`config.mk`:
```
export PLATFORM = sky130hd
export DESIGN_NAME = sd_to_apc_flat
export DESIGN_NICKNAME = d
export VERILOG_FILES = /design/src/rtl/sd_to_apc_if.sv /design/src/rtl/sd_to_apc.sv /design/src/flat_wrapper.sv
export SDC_FILE = /design/constraint.sdc
export NUM_CORES = 1
export LEC_CHECK = 0
export CELL_PAD_IN_SITES_DETAIL_PLACEMENT = 1
export CELL_PAD_IN_SITES_GLOBAL_PLACEMENT = 2
export CORE_ASPECT_RATIO = 0.75
export CORE_MARGIN = 2
export CORE_UTILIZATION = 28
export DETAILED_ROUTE_END_ITERATION = 6
export PLACE_DENSITY = 0.78
export SLEW_MARGIN = 25
export SYNTH_ARGS = -nofsm -noshare
export SYNTH_HDL_FRONTEND = slang
export SYNTH_SLANG_ARGS = --single-unit
```
`constraint.sdc`:
```
create_clock -name clk -period 2 [get_ports clk]
set_clock_uncertainty 0.2 [all_clocks]
set_input_delay 0.2 -clock clk [delete_from_list [all_inputs] [get_ports clk]]
set_output_delay 0.2 -clock clk [all_outputs]
set_load 0.05 [all_outputs]
```
`src/rtl/sd_to_apc_if.sv`:
```
// Bundle for the APC transmit endpoint: upstream srdy/drdy word port plus the
// phase-change launch signals toward the far clock domain.
interface sd_to_apc_if #(
    parameter int width = 32
);
    logic             c_srdy;
    logic             c_drdy;
    logic [width-1:0] c_data;
    logic             p_ph_send;
    logic             p_ph_ack;
    logic [width-1:0] p_data;

    modport master (
        output c_srdy, c_data, p_ph_ack,
        input  c_drdy, p_ph_send, p_data
    );

    modport slave (
        input  c_srdy, c_data, p_ph_ack,
        output c_drdy, p_ph_send, p_data
    );
endinterface

```
`src/rtl/sd_to_apc.sv`:
```
// Transmit end of the async phase-change link: one-entry holding register feeding
// a launch FSM that holds p_data, toggles p_ph_send and waits for the ack toggle.
module sd_to_apc #(
    parameter int width = 32
) (
    input  logic          clk,
    input  logic          reset,
    sd_to_apc_if.slave    bus
);
    typedef enum logic [1:0] {
        S_IDLE,
        S_SETUP,
        S_WAIT
    } state_t;

    state_t           r_state;
    logic [width-1:0] r_pend_data;
    logic             r_pend_valid;
    logic [width-1:0] r_p_data;
    logic             r_ph_send;
    logic             r_sync1;
    logic             r_sync2;
    logic             r_dly_ack;

    logic             w_ack_edge;
    logic             w_c_drdy;
    logic             w_xfer;

    assign w_ack_edge = r_sync2 ^ r_dly_ack;
    // In S_IDLE the pending word drains this cycle, so a refill is always safe.
    assign w_c_drdy   = !reset || !r_pend_valid || (r_state == S_IDLE);
    assign w_xfer     = bus.c_srdy && w_c_drdy;

    assign bus.c_drdy    = w_c_drdy;
    assign bus.p_data    = r_p_data;
    assign bus.p_ph_send = r_ph_send;

    always_ff @(posedge clk) begin
        if (!reset) begin
            r_state      <= S_IDLE;
            r_pend_data  <= '0;
            r_pend_valid <= 1'b0;
            r_p_data     <= '0;
            r_ph_send    <= 1'b0;
            r_sync1      <= 1'b0;
            r_sync2      <= 1'b0;
            r_dly_ack    <= 1'b0;
        end else begin
            r_sync1   <= bus.p_ph_ack;
            r_sync2   <= r_sync1;
            // Tracks every cycle so an edge seen outside S_WAIT is consumed, not replayed.
            r_dly_ack <= r_sync2;

            if (w_xfer) begin
                r_pend_data  <= bus.c_data;
                r_pend_valid <= 1'b1;
            end else if ((r_state == S_IDLE) && r_pend_valid) begin
                r_pend_valid <= 1'b0;
            end

            case (r_state)
                S_IDLE: begin
                    if (r_pend_valid) begin
                        r_p_data <= r_pend_data;
                        r_state  <= S_SETUP;
                    end
                end
                S_SETUP: begin
                    r_ph_send <= ~r_ph_send;
                    r_state   <= S_WAIT;
                end
                S_WAIT: begin
                    if (w_ack_edge) begin
                        r_state <= S_IDLE;
                    end
                end
                default: r_state <= S_IDLE;
            endcase
        end
    end
endmodule

```
`src/flat_wrapper.sv`:
```
// flat-port wrapper written by rule: the top's interface ports become plain ports
module sd_to_apc_flat 
#(
    parameter int width = 32
)
  (clk, reset, bus_c_srdy, bus_c_data, bus_p_ph_ack, bus_c_drdy, bus_p_ph_send, bus_p_data);
  sd_to_apc_if #(.width(width)) bus_i ();
  input  logic clk;
  input  logic reset;
  input wire logic [$bits(bus_i.c_srdy)-1:0] bus_c_srdy;
  input wire logic [$bits(bus_i.c_data)-1:0] bus_c_data;
  input wire logic [$bits(bus_i.p_ph_ack)-1:0] bus_p_ph_ack;
  output wire logic [$bits(bus_i.c_drdy)-1:0] bus_c_drdy;
  output wire logic [$bits(bus_i.p_ph_send)-1:0] bus_p_ph_send;
  output wire logic [$bits(bus_i.p_data)-1:0] bus_p_data;
  assign bus_i.c_srdy = bus_c_srdy;
  assign bus_i.c_data = bus_c_data;
  assign bus_i.p_ph_ack = bus_p_ph_ack;
  assign bus_c_drdy = bus_i.c_drdy;
  assign bus_p_ph_send = bus_i.p_ph_send;
  assign bus_p_data = bus_i.p_data;
  sd_to_apc #(.width(width)) u_core (.clk(clk), .reset(reset), .bus(bus_i));
endmodule
```
==> flow_metrics.tcl, run 1 <==
set metrics [dict create \
    die_x_um 118 \
    fmaxAchievable_mhz 525 \
    min_period_over_period 0.952 \
    final_common_cell "nand2_1" \
    power_switching_uw 816 \
    dp_slack_ps 352 \
    clk_latency_ps 320 \
    cp-end-kind "output port" \
    finalMaxSlewViolations 0 \
    final_nets 404 \
    setup_ws_ps 95.4 \
    cts_tree "yes" \
    slew_headroom 0.645 \
    cts_buffers 9 \
    combPwrFrac 0.109 \
    grt_max_degree 48 \
    setup_violations 0 \
    place_inst 489 \
    vias 2155 \
    required_ps 1600 \
    clkPwrFrac 0.473 \
    netlist_instances 302 \
    path_class "reg -> out" \
    io_pins 70 \
    hold_buffers 0 \
    antenna_found_initial 0 \
    antennaDiodeCount 0 \
    drive_above_1_share 0.0724 \
    via_per_inst 4.27 \
    core-area_mm2 0.00958 \
    nFillCells 1118 \
    setup_tns_ps 0 \
    area_delta_synth_final_pct 40.5 \
    min_period_ps 1900 \
    ys_types 18 \
    root_buffer "clkbuf_16" \
    gp_congestion 0.683 \
    p_per_area_mw_per_mm2 948 \
    rsz0062_at_grt "no" \
    intPower_mw 2.82 \
    drt_wl_total_um 6440 \
    place_hpwl_um 4430 \
    crit_slowest_cell "clkdlybuf4s50_1" \
    worst_pin_slew_ps 531 \
    crit_family "buffers and inverters" \
    power_mw 3.64 \
    firstDrtPassIters 3 \
    grt_pass1_vias 2208 \
    finalNonFillerCells 505 \
    grt_pass1_wl_um 10700 \
    cts.sinks 71 \
    clockBufferDepth 2 \
    synth_area_leader_cell "dfxtp_1" \
    die_y_um 89.5 \
    dieArea_mm2 0.0106 \
    netlist_area_mm2 0.00273 \
    portBuffers 69 \
    path_max_fanout 2 \
    cp_cell_sequence "clkdlybuf4s50_1" \
    critPathBufInv 1 \
    postSynthAreaPerCell_um2 9.04 \
    slowest_delay_ps 830 \
    synth_top_cell_area_share 0.520 \
    wl_per_cell_um 12.8 \
    seqPwrFrac 0.418 \
    cts.repair.resized 0 \
    start_util 0.285 \
    synth-seq-cells 71 \
    overflow 0 \
    hold_viol 0 \
    dpl_cell_area_mm2 0.00351 \
    synthTopCellsByArea "dfxtp_1 (52%), nand2_1 (18%), mux2i_1 (12%)" \
    first_iter_violations 83 \
    cp.arrival_ps 1500 \
    min_path_type "in -> reg" \
    maxCapViolCount 0 \
    swShare 0.224 \
    final_cell_mix "nand2_1 (131), dfxtp_1 (71), clkdlybuf4s50_1 (67), a21boi_1 (33), mux2i_1 (32)" \
    critical_path.startpoint_type "register" \
    synth_seq_area_share 0.520 \
    fin_area_mm2 0.00384 \
    antenna_left 0 \
    drc 0 \
    leakage_nw 1.49 \
    yosysWarnings 0 \
    htreeDepth 3 \
    clk_pin_slew_ps 50 \
    status "finished clean" \
    post_cts.repair.setup_buffers 0 \
    grtUsageTotal 0.132 \
    fp-row-count 31 \
    syn-num-nets 338 \
    vdd_drop_max_mv 0.396 \
]
==> area by class of cell <==
class                   count  area (um2)  area share
flip-flops and latches     71        1420       0.370
multi-input cells         209        1170       0.305
repair buffers             77         756       0.197
clock buffers              13         260      0.0678
well taps                 132         165      0.0430
clock inverters             3        65.1      0.0170
==> path summary, 6_finish.rpt <==
| check | startpoint | to | slack, ps | depth (start not counted) |
|---|---|---|---|---|
| max | u_core.bus.p_data[2] | bus_p_data[2] | 100 | 1 |
| min | reset | u_core.r_pend_valid | 50 | 3 |
| min reg2reg | u_core.r_sync1 | u_core.r_sync2 | 230 | 1 |
| max reg2reg | u_core.r_state[1] | u_core.r_pend_data[8] | 360 | 4 |
==> metal layers <==
| layer | share of wire | routed length, um | up-vias | track usage |
|---|---|---|---|---|
| met4 | 0.014 | 91 | 0 | 0.0493 |
| met1 | 0.49 | 3180 | 1002 | 0.163 |
| li1 | - | - | 1099 | - |
| met3 | 0.050 | 321 | 10 | 0.0472 |
| met5 | 0 | 0 | - | 0 |
| met2 | 0.44 | 2850 | 44 | 0.213 |
==> power by group through the flow <==
stage	Combinational [mW]	Sequential [mW]	Clock (mW)
finish	0.395	1.52	1.72
global route	0.434	1.53	1.85
CTS	0.405	1.52	1.78
detailed placement	0.404	1.55	0
global placement	0.396	1.55	0
floorplan	0.186	1.61	0
==> worst min-delay path, cell delays in order <==
cell and delay, ps:
buf_2 140, o211ai_2 120, nand2_1 60
==> synth_stat cells <==
cell and n:
a21boi_1 33, buf_1 1, nand2b_1 1, buf_2 6
buf_6 1, nor3b_2 1, nand2_1 131, nand3b_1 1
dfxtp_1 71, o211ai_2 1, mux2i_1 32, and2_1 4
xnor2_1 2, clkbuf_1 11, and2_4 1, or3b_1 1
buf_12 3, nor3_1 1
==> logic make-up after synthesis <==
group / Yosys count / synth area share
buffers and inverters: 22 / 0.0536
and+or+nand+nor: 141 / 0.207
DFF: 71 / 0.520
xor gates and xnor gates: 2 / 0.00641
muxes: 32 / 0.117
AOI/OAI and AO/OA: 34 / 0.0953
==> sequential cells by signal, summed over array words and instances, names as in the netlist <==
| signal | count |
|---|---|
| u_core.r_dly_ack | 1 |
| u_core.r_sync2 | 1 |
| u_core.bus.p_data | 32 |
| u_core.bus.p_ph_send | 1 |
| u_core.r_state | 2 |
| u_core.r_pend_valid | 1 |
| u_core.r_pend_data | 32 |
| u_core.r_sync1 | 1 |
==> per-stage QoR <==
step	hold WS [ps]	utilization
3_5_place_dp	224	0.367
5_1_grt	49.4	0.401
4_1_cts	46.4	0.401
2_1_floorplan	111	-
6_report	49.0	0.401
3_3_place_gp	217	0.367
Note: power is estimated with default switching activity, not from simulation.
==> run 2: changes to the inputs <==
--- a/config.mk
+++ b/config.mk
@@ -8,7 +8,6 @@
 export CELL_PAD_IN_SITES_DETAIL_PLACEMENT = 1
 export CELL_PAD_IN_SITES_GLOBAL_PLACEMENT = 2
 export CORE_ASPECT_RATIO = 0.75
-export CORE_MARGIN = 2
 export CORE_UTILIZATION = 28
 export DETAILED_ROUTE_END_ITERATION = 6
 export PLACE_DENSITY = 0.78
==> run 2 against run 1 <==
Maximum frequency shrank 0.20%. Register-to-register slack gained 40 ps. Combinational power is essentially flat. Critical endpoint is now bus_p_data[30]. Final cell count shrank 1.6%. Sequential share of layout area grew 0.71 points. Global-route usage grew 0.86 points.
==> flow_metrics.tcl, run 2 (synthesis gave the netlist of run 1 again) <==
set metrics [dict create \
    antenna_left 0 \
    setup_violations 0 \
    clk_latency_ps 330 \
    overflow 0 \
    hold_path_depth 3 \
    place_hpwl_um 4190 \
    slew_headroom 0.650 \
    critical_path.startpoint_type "register" \
    drive_above_1_share 0.0678 \
    setup_ws_ps 91.5 \
    wl_per_cell_um 12.9 \
    die_y_um 87.5 \
    min_period_ps 1910 \
    vias 2143 \
    cp.depth 1 \
    grt_pass1_wl_um 10500 \
    min_path_type "in -> reg" \
    hold_viol 0 \
    portBuffers 69 \
    cts_buffers 9 \
    dp_slack_ps 382 \
    combPwrFrac 0.118 \
    via_per_inst 4.31 \
    path_max_fanout 2 \
    grt_max_degree 104 \
    setup_tns_ps 0 \
    fmaxAchievable_mhz 524 \
    cts.repair.resized 0 \
    required_ps 1600 \
    dieArea_mm2 0.0102 \
    clk_pin_slew_ps 50 \
    firstDrtPassIters 4 \
    antennaDiodeCount 0 \
    swShare 0.238 \
    worst_pin_slew_ps 523 \
    fp-row-count 30 \
    final_common_cell "nand2_1" \
    path_class "reg -> out" \
    gp_congestion 0.676 \
    finalMaxSlewViolations 0 \
    drc 0 \
    critPathBufInv 1 \
    crit_family "buffers and inverters" \
    vdd_drop_max_mv 0.500 \
    intPower_mw 2.55 \
    clockBufferDepth 2 \
    die_x_um 116 \
    seqPwrFrac 0.454 \
    power_mw 3.35 \
    r2r_cells 4 \
    crit_slowest_cell "clkdlybuf4s50_1" \
    cts.sinks 71 \
    first_iter_violations 68 \
    grt_pass1_vias 2183 \
    whs_ps 28.0 \
    io_pins 70 \
    power_switching_uw 799 \
    min_period_over_period 0.954 \
    final_nets 402 \
    cp.arrival_ps 1510 \
    root_buffer "clkbuf_16" \
    post_cts.repair.setup_buffers 0 \
    area_delta_synth_final_pct 37.8 \
    status "finished clean" \
    grtUsageTotal 0.140 \
    drt_wl_total_um 6400 \
    cts_tree "yes" \
    slowest_delay_ps 820 \
    p_per_area_mw_per_mm2 891 \
    rsz0062_at_grt "no" \
    core-area_mm2 0.00927 \
    maxCapViolCount 0 \
    leakage_nw 1.46 \
    antenna_found_initial 0 \
    cp-end-kind "output port" \
    cp_cell_sequence "clkdlybuf4s50_1" \
    final_cell_mix "nand2_1 (131), dfxtp_1 (71), clkdlybuf4s50_1 (65), a21boi_1 (33), mux2i_1 (32)" \
    clkPwrFrac 0.428 \
    start_util 0.295 \
    hold_buffers 0 \
    htreeDepth 3 \
]
==> run 2: changes by cell type in the layout (fill, tap and decap cells not counted), sizes merged <==
cell and change:
bufinv -2, clkdlybuf4s50 -2
==> run 2: power by group through the flow <==
stage / combinational, mW / clock [mW] / sequential (mW)
5_1_grt: 0.431 / 1.55 / 1.53
3_5_place_dp: 0.402 / 0 / 1.55
6_report: 0.395 / 1.44 / 1.52
2_1_floorplan: 0.186 / 0 / 1.61
3_3_place_gp: 0.396 / 0 / 1.55
4_1_cts: 0.404 / 1.49 / 1.52
==> run 2: path summary, 6_finish.rpt <==
path                         start                    end  slack [ps]
max          u_core.bus.p_data[30]         bus_p_data[30]          90
min                          reset    u_core.r_pend_valid          30
max reg2reg      u_core.r_state[1]  u_core.r_pend_data[3]         400
min reg2reg         u_core.r_sync1         u_core.r_sync2         240
==> run 2: area by class of cell <==
class | instances | area, um2
tap | 128 | 160
sequential | 71 | 1420
clock inverter | 1 | 5.00
clock buffer | 13 | 260
multi-input combinational | 209 | 1170
fill | 1087 | 5510
timing repair buffer | 75 | 748
==> run 2: stage by stage <==
step	instances	util	cell area, um2
floorplan	302	-	2730
global placement	483	0.377	3500
detailed placement	483	0.377	3500
CTS	497	0.406	3760
global route	497	0.406	3760
finish	497	0.406	3760
==> run 2: per-layer routing <==
metal / global-route usage / part of all wire / routed length (um)
met1: 0.170 / 0.48 / 3080
met2: 0.225 / 0.45 / 2890
met3: 0.0471 / 0.052 / 331
met4: 0.0664 / 0.015 / 97
met5: 0 / 0 / 0
